==> config.mk <==
export PLATFORM = sky130hd
export DESIGN_NAME = fb_slave_txbuf_arb_flat
export DESIGN_NICKNAME = d
export VERILOG_FILES = /design/src/rtl/fb_slave_txbuf_arb_if.sv /design/src/rtl/fb_slave_txbuf_arb.sv /design/src/flat_wrapper.sv
export SDC_FILE = /design/constraint.sdc
export NUM_CORES = 1
export LEC_CHECK = 0
export ABC_AREA = 1
export BUFFER_PORTS_ARGS = -buffer_cell sky130_fd_sc_hd__buf_4
export CAP_MARGIN = 20
export CELL_PAD_IN_SITES_DETAIL_PLACEMENT = 0
export CELL_PAD_IN_SITES_GLOBAL_PLACEMENT = 1
export CORE_ASPECT_RATIO = 0.9
export CORE_MARGIN = 1.5
export CORE_UTILIZATION = 30
export CTS_CLUSTER_SIZE = 16
export DETAILED_ROUTE_END_ITERATION = 10
export PLACE_DENSITY = 0.53
export SETUP_SLACK_MARGIN = 0.1
export SKIP_CTS_REPAIR_TIMING = 1
export SLEW_MARGIN = 10
export SYNTH_ARGS = -nofsm -noshare
export SYNTH_HDL_FRONTEND = slang
export SYNTH_SLANG_ARGS = --single-unit
==> constraint.sdc <==
create_clock -name MRxClk -period 16.7 [get_ports MRxClk]
set_clock_uncertainty 0.2 [all_clocks]
set_input_delay 3.34 -clock MRxClk [delete_from_list [all_inputs] [get_ports MRxClk]]
set_output_delay 3.34 -clock MRxClk [all_outputs]
set_load 0.1 [all_outputs]
==> src/rtl/fb_slave_txbuf_arb_if.sv <==
// fb_slave_txbuf_arb_if: host/MAC signal bundle for the ping-pong transmit payload buffer.
interface fb_slave_txbuf_arb_if #(parameter int ADDR_W = 4);
    logic              HostWrEn;
    logic [ADDR_W-1:0] HostWrAddr;
    logic [7:0]        HostWrData;
    logic              HostCommit;
    logic              StateIdle;
    logic [1:0]        StateSlaveData;
    logic [7:0]        TxRamAddr;
    logic [7:0]        TxData;
    logic              ActiveBank;
    logic              CommitPending;
    logic [7:0]        SwapCount;
    logic [7:0]        StaleFrames;
    logic              WrDropped;
    logic              AddrErr;
    modport master (
        output HostWrEn, HostWrAddr, HostWrData, HostCommit, StateIdle, StateSlaveData, TxRamAddr,
        input  TxData, ActiveBank, CommitPending, SwapCount, StaleFrames, WrDropped, AddrErr
    );
    modport slave (
        input  HostWrEn, HostWrAddr, HostWrData, HostCommit, StateIdle, StateSlaveData, TxRamAddr,
        output TxData, ActiveBank, CommitPending, SwapCount, StaleFrames, WrDropped, AddrErr
    );
endinterface

==> src/rtl/fb_slave_txbuf_arb.sv <==
// fb_slave_txbuf_arb: ping-pong slave-data payload buffer; the host fills the inactive bank,
// and the active bank only swaps while the MAC is idle so each frame reads one consistent bank.
module fb_slave_txbuf_arb #(
    parameter int ADDR_W = 4,
    parameter int DEPTH  = 16
) (
    input logic MRxClk,
    input logic Reset,
    fb_slave_txbuf_arb_if.slave bus
);
    localparam int IW = DEPTH > 1 ? $clog2(DEPTH) : 1;
    localparam logic [ADDR_W:0] DEPTH_A = (ADDR_W + 1)'(DEPTH);
    localparam logic [8:0] DEPTH_R = 9'(DEPTH);

    logic [7:0] bank0 [DEPTH];
    logic [7:0] bank1 [DEPTH];
    logic fresh;
    logic prevIdle;
    logic wrOk;
    logic rdOk;
    logic swap;
    logic frameStart;
    logic [IW-1:0] wrIdx;
    logic [IW-1:0] rdIdx;

    assign wrOk = bus.HostWrEn && !bus.CommitPending && ({1'b0, bus.HostWrAddr} < DEPTH_A);
    assign rdOk = {1'b0, bus.TxRamAddr} < DEPTH_R;
    assign wrIdx = bus.HostWrAddr[IW-1:0];
    assign rdIdx = bus.TxRamAddr[IW-1:0];
    assign swap = bus.CommitPending && bus.StateIdle;
    assign frameStart = prevIdle && !bus.StateIdle;
    // The MAC consumes the byte in the same cycle it presents the address.
    assign bus.TxData = !rdOk ? 8'h00 : bus.ActiveBank ? bank1[rdIdx] : bank0[rdIdx];

    always_ff @(posedge MRxClk or posedge Reset) begin
        if (Reset) begin
            for (int i = 0; i < DEPTH; i++) begin
                bank0[i] <= 8'h00;
                bank1[i] <= 8'h00;
            end
        end else if (wrOk) begin
            if (bus.ActiveBank) bank0[wrIdx] <= bus.HostWrData;
            else bank1[wrIdx] <= bus.HostWrData;
        end
    end

    always_ff @(posedge MRxClk or posedge Reset) begin
        if (Reset) begin
            bus.ActiveBank    <= 1'b0;
            bus.CommitPending <= 1'b0;
            bus.SwapCount     <= 8'h00;
            bus.StaleFrames   <= 8'h00;
            bus.WrDropped     <= 1'b0;
            bus.AddrErr       <= 1'b0;
            fresh             <= 1'b0;
            prevIdle          <= 1'b1;
        end else begin
            prevIdle <= bus.StateIdle;
            if (bus.HostWrEn && !wrOk) bus.WrDropped <= 1'b1;
            if (|bus.StateSlaveData && !rdOk) bus.AddrErr <= 1'b1;
            if (swap) begin
                bus.ActiveBank    <= ~bus.ActiveBank;
                bus.CommitPending <= 1'b0;
                bus.SwapCount     <= bus.SwapCount + 8'd1;
                fresh             <= 1'b1;
            end else if (bus.HostCommit) begin
                bus.CommitPending <= 1'b1;
            end
            // Swap and frame start are exclusive: one needs StateIdle high, the other low.
            if (frameStart) begin
                fresh <= 1'b0;
                if (!fresh && bus.StaleFrames != 8'hFF) bus.StaleFrames <= bus.StaleFrames + 8'd1;
            end
        end
    end
endmodule

==> src/flat_wrapper.sv <==
// flat-port wrapper written by rule: the top's interface ports become plain ports
module fb_slave_txbuf_arb_flat 
#(
    parameter int ADDR_W = 4,
    parameter int DEPTH  = 16
)
  (MRxClk, Reset, bus_HostWrEn, bus_HostWrAddr, bus_HostWrData, bus_HostCommit, bus_StateIdle, bus_StateSlaveData, bus_TxRamAddr, bus_TxData, bus_ActiveBank, bus_CommitPending, bus_SwapCount, bus_StaleFrames, bus_WrDropped, bus_AddrErr);
  fb_slave_txbuf_arb_if #(.ADDR_W(ADDR_W)) bus_i ();
  input logic MRxClk;
  input logic Reset;
  input wire logic [$bits(bus_i.HostWrEn)-1:0] bus_HostWrEn;
  input wire logic [$bits(bus_i.HostWrAddr)-1:0] bus_HostWrAddr;
  input wire logic [$bits(bus_i.HostWrData)-1:0] bus_HostWrData;
  input wire logic [$bits(bus_i.HostCommit)-1:0] bus_HostCommit;
  input wire logic [$bits(bus_i.StateIdle)-1:0] bus_StateIdle;
  input wire logic [$bits(bus_i.StateSlaveData)-1:0] bus_StateSlaveData;
  input wire logic [$bits(bus_i.TxRamAddr)-1:0] bus_TxRamAddr;
  output wire logic [$bits(bus_i.TxData)-1:0] bus_TxData;
  output wire logic [$bits(bus_i.ActiveBank)-1:0] bus_ActiveBank;
  output wire logic [$bits(bus_i.CommitPending)-1:0] bus_CommitPending;
  output wire logic [$bits(bus_i.SwapCount)-1:0] bus_SwapCount;
  output wire logic [$bits(bus_i.StaleFrames)-1:0] bus_StaleFrames;
  output wire logic [$bits(bus_i.WrDropped)-1:0] bus_WrDropped;
  output wire logic [$bits(bus_i.AddrErr)-1:0] bus_AddrErr;
  assign bus_i.HostWrEn = bus_HostWrEn;
  assign bus_i.HostWrAddr = bus_HostWrAddr;
  assign bus_i.HostWrData = bus_HostWrData;
  assign bus_i.HostCommit = bus_HostCommit;
  assign bus_i.StateIdle = bus_StateIdle;
  assign bus_i.StateSlaveData = bus_StateSlaveData;
  assign bus_i.TxRamAddr = bus_TxRamAddr;
  assign bus_TxData = bus_i.TxData;
  assign bus_ActiveBank = bus_i.ActiveBank;
  assign bus_CommitPending = bus_i.CommitPending;
  assign bus_SwapCount = bus_i.SwapCount;
  assign bus_StaleFrames = bus_i.StaleFrames;
  assign bus_WrDropped = bus_i.WrDropped;
  assign bus_AddrErr = bus_i.AddrErr;
  fb_slave_txbuf_arb #(.ADDR_W(ADDR_W), .DEPTH(DEPTH)) u_core (.MRxClk(MRxClk), .Reset(Reset), .bus(bus_i));
endmodule
==> results.json <==
{
  "status": "finished, final reports clean",
  "hpwlAfterDp_mm": 24.9,
  "mostFrequentLayoutCell": "nand2_1",
  "slew_violations": 0,
  "setup_viol": 0,
  "p_sw_share_pct": 34.1,
  "power_uw": 2280,
  "num_vias": 10600,
  "path_common_cell": "nand2_1",
  "insertion_delay_ns": 0.54,
  "critical_path_class": "in -> out",
  "max_stage_delay_ns": 0.74,
  "crit_fanout": 66,
  "cp_cell_sequence": "buf_4 -> inv_4 -> buf_4 -> nand2_1 -> nand3_1 -> nand3_1 -> nand2_1 -> nand2_1 -> nand3_1 -> nand2_1 -> nor2_1 -> buf_4",
  "initial_utilization_pct": 30.6,
  "fmax_ghz": 0.104,
  "synth_ff_type": "dfrtp_1",
  "layout.nets": 1638,
  "ir_worst_vdd_mv": 0.101,
  "htree_num_levels": 2,
  "drt-pass1-iter-count": 5,
  "drive_above_1_share_pct": 12.1,
  "wire_per_inst_um": 19.6,
  "ys_seq_area_share_pct": 52.5,
  "worstMarginPinSlew_ns": 0.970,
  "arrival_ns": 6.08,
  "worstHoldPathType": "reg -> reg",
  "grt_overflow": 0,
  "clk_pin_slew_ns": 0.05,
  "fp.dieH_um": 202,
  "yosys_register_bits": 278,
  "grt_pass1_vias": 10600,
  "antenna_found_initial": 0,
  "portBuffers": 54,
  "combPwrFrac_pct": 23.4,
  "die_width_um": 225,
  "ys_types": 32,
  "final_cell_mix": "606 x nand2_1, 277 x dfrtp_1, 177 x nand3_1",
  "clockBufferDepth": 3,
  "whs_path_depth": 1,
  "cp-start-kind": "input pin",
  "routabilityCongestion": 0.778,
  "rr_worst_depth": 5,
  "critPathRequiredTime_ns": 13.16,
  "yosysWarningCount": 0,
  "synth_nets": 1638,
  "grt_max_degree": 125,
  "avgSynthCellArea_um2": 8.23,
  "power.internal_uw": 1500,
  "p_seq_share_pct": 43.0,
  "drc": 0,
  "pwr-share-clk_pct": 33.6,
  "ant_nets": 0,
  "numClockSinks": 278,
  "rsz0062_at_grt": "no",
  "wirelength_mm": 42.9,
  "whs_ns": 0.256,
  "slew_headroom_pct": 35.4,
  "cts-root-buf": "clkbuf_16",
  "syn_to_final_growth_pct": 13.0,
  "rows": 72,
  "dieArea_mm2": 0.0454,
  "min_period_ns": 9.62,
  "num_io_pins": 55,
  "initialDrtViolationCount": 840,
  "p_sw_uw": 778,
  "power_density_mw_per_mm2": 152,
  "fillCellCount": 4561,
  "end_kind": "primary output",
  "p_leak_uw": 0.00714,
  "netlist_area_mm2": 0.0132,
  "multi_input_area_mm2": 0.00549,
  "final_cell_area_mm2": 0.0150,
  "ys_async_sr_fraction_pct": 100,
  "seqCellArea_mm2": 0.00696,
  "grt_pass1_wl_mm": 67.0,
  "period_share_pct": 57.6,
  "finalHoldViolations": 0,
  "cts_buffers": 35,
  "grt.total_usage_pct": 19.5,
  "dpl_cell_area_mm2": 0.0138,
  "vias_per_cell": 4.85,
  "synth_edf_count": 0,
  "core_mm2": 0.0432,
  "setup_tns_ns": 0,
  "cp_slowest_cell": "buf_4",
  "netlist_instances": 1609,
  "drv_cap": 0,
  "cts_tree": "yes"
}
## logic make-up after synthesis
group                    synth area share (%)
AO/OA/AOI/OAI                            11.7
flip-flops                               52.5
XOR/XNOR                                0.992
adder cells (fa/ha/maj)                 0.189
AND/OR/NAND/NOR                          28.6
buffers and inverters                    6.05
## worst max-delay path: cells and delay by family
| kind | cells | cell delay [ns] |
|---|---|---|
| AND/OR/NAND/NOR | 8 | 0.96 |
| buffers and inverters | 4 | 1.73 |
## synth_stat cells (2+ instances only)
cell type,n,area share [%]
a21oi_1,8,0.30
clkinv_1,3,0.085
a21oi_2,2,0.13
xnor2_1,9,0.59
clkbuf_1,39,1.1
buf_12,2,0.30
ha_1,2,0.19
nand2_1,606,17
o21ai_0,106,4.0
o21ai_2,36,2.4
inv_1,26,0.74
nand2_2,2,0.094
nand4_1,3,0.14
nor3_4,2,0.25
dfrtp_1,277,52
nand2_4,20,1.7
buf_2,41,1.5
xor2_1,6,0.40
nand3_1,177,6.7
buf_1,3,0.085
buf_6,25,2.1
nor2_1,80,2.3
o21ai_1,125,4.7
## layer usage
layer,vias to the layer above,wire [µm],track usage [%]
met5,-,0,0
met3,45,1340,3.07
met2,163,18800,29.8
met1,5168,22000,29.0
li1,5242,-,-
met4,0,711,4.36
## final timing paths
kind	end	start	slack, ns
setup / recovery	bus_TxData[5]	bus_TxRamAddr[0]	7.08
hold / removal	u_core.bus.WrDropped	u_core.bus.WrDropped	0.26
setup reg to reg	u_core.bank0[49]	u_core.bus.ActiveBank	13.85
hold reg to reg	u_core.bus.WrDropped	u_core.bus.WrDropped	0.26
max in group asynchronous	u_core.bank0[48]	Reset	12.09
min in group asynchronous	u_core.bus.WrDropped	Reset	2.79
## per-stage QoR
step / utilization (%) / instances / setup WS (ns)
6_report: 34.6 / 2190 / 7.08
5_1_grt: 34.6 / 2188 / 6.79
4_1_cts: 34.6 / 2188 / 6.99
3_5_place_dp: 32.0 / 2127 / 6.99
3_3_place_gp: 32.0 / 2127 / 7.01
2_1_floorplan: - / 1609 / 5.50
## layout make-up
| type | count | share of cell area (%) |
|---|---|---|
| Inverter | 30 | 0.852 |
| Sequential cell | 278 | 46.5 |
| Clock buffer | 53 | 7.25 |
| Clock inverter | 8 | 0.451 |
| Timing Repair Buffer | 73 | 3.66 |
| Tap cell | 555 | 4.64 |
| Antenna cell | 2 | 0.0334 |
| Multi-Input combinational cell | 1191 | 36.7 |
## flip-flops by register name, summed over array words and instances (netlist names)
signal and flops:
u_core.bus.WrDropped 1, u_core.bank1 128, u_core.bus.ActiveBank 1, u_core.bus.AddrErr 1, u_core.fresh 1, u_core.prevIdle 1, u_core.bus.StaleFrames 8, u_core.bus.SwapCount 8
u_core.bank0 128, u_core.bus.CommitPending 1
## power groups by stage
stage | sequential [µW] | clock, µW | combinational, µW
final | 980 | 767 | 533
after global routing | 1000 | 820 | 606
after CTS | 979 | 792 | 541
after detailed placement | 988 | 0 | 540
after global placement | 986 | 0 | 533
after floorplan | 1060 | 0 | 329
No activity file was read; power rests on OpenSTA's default activity.
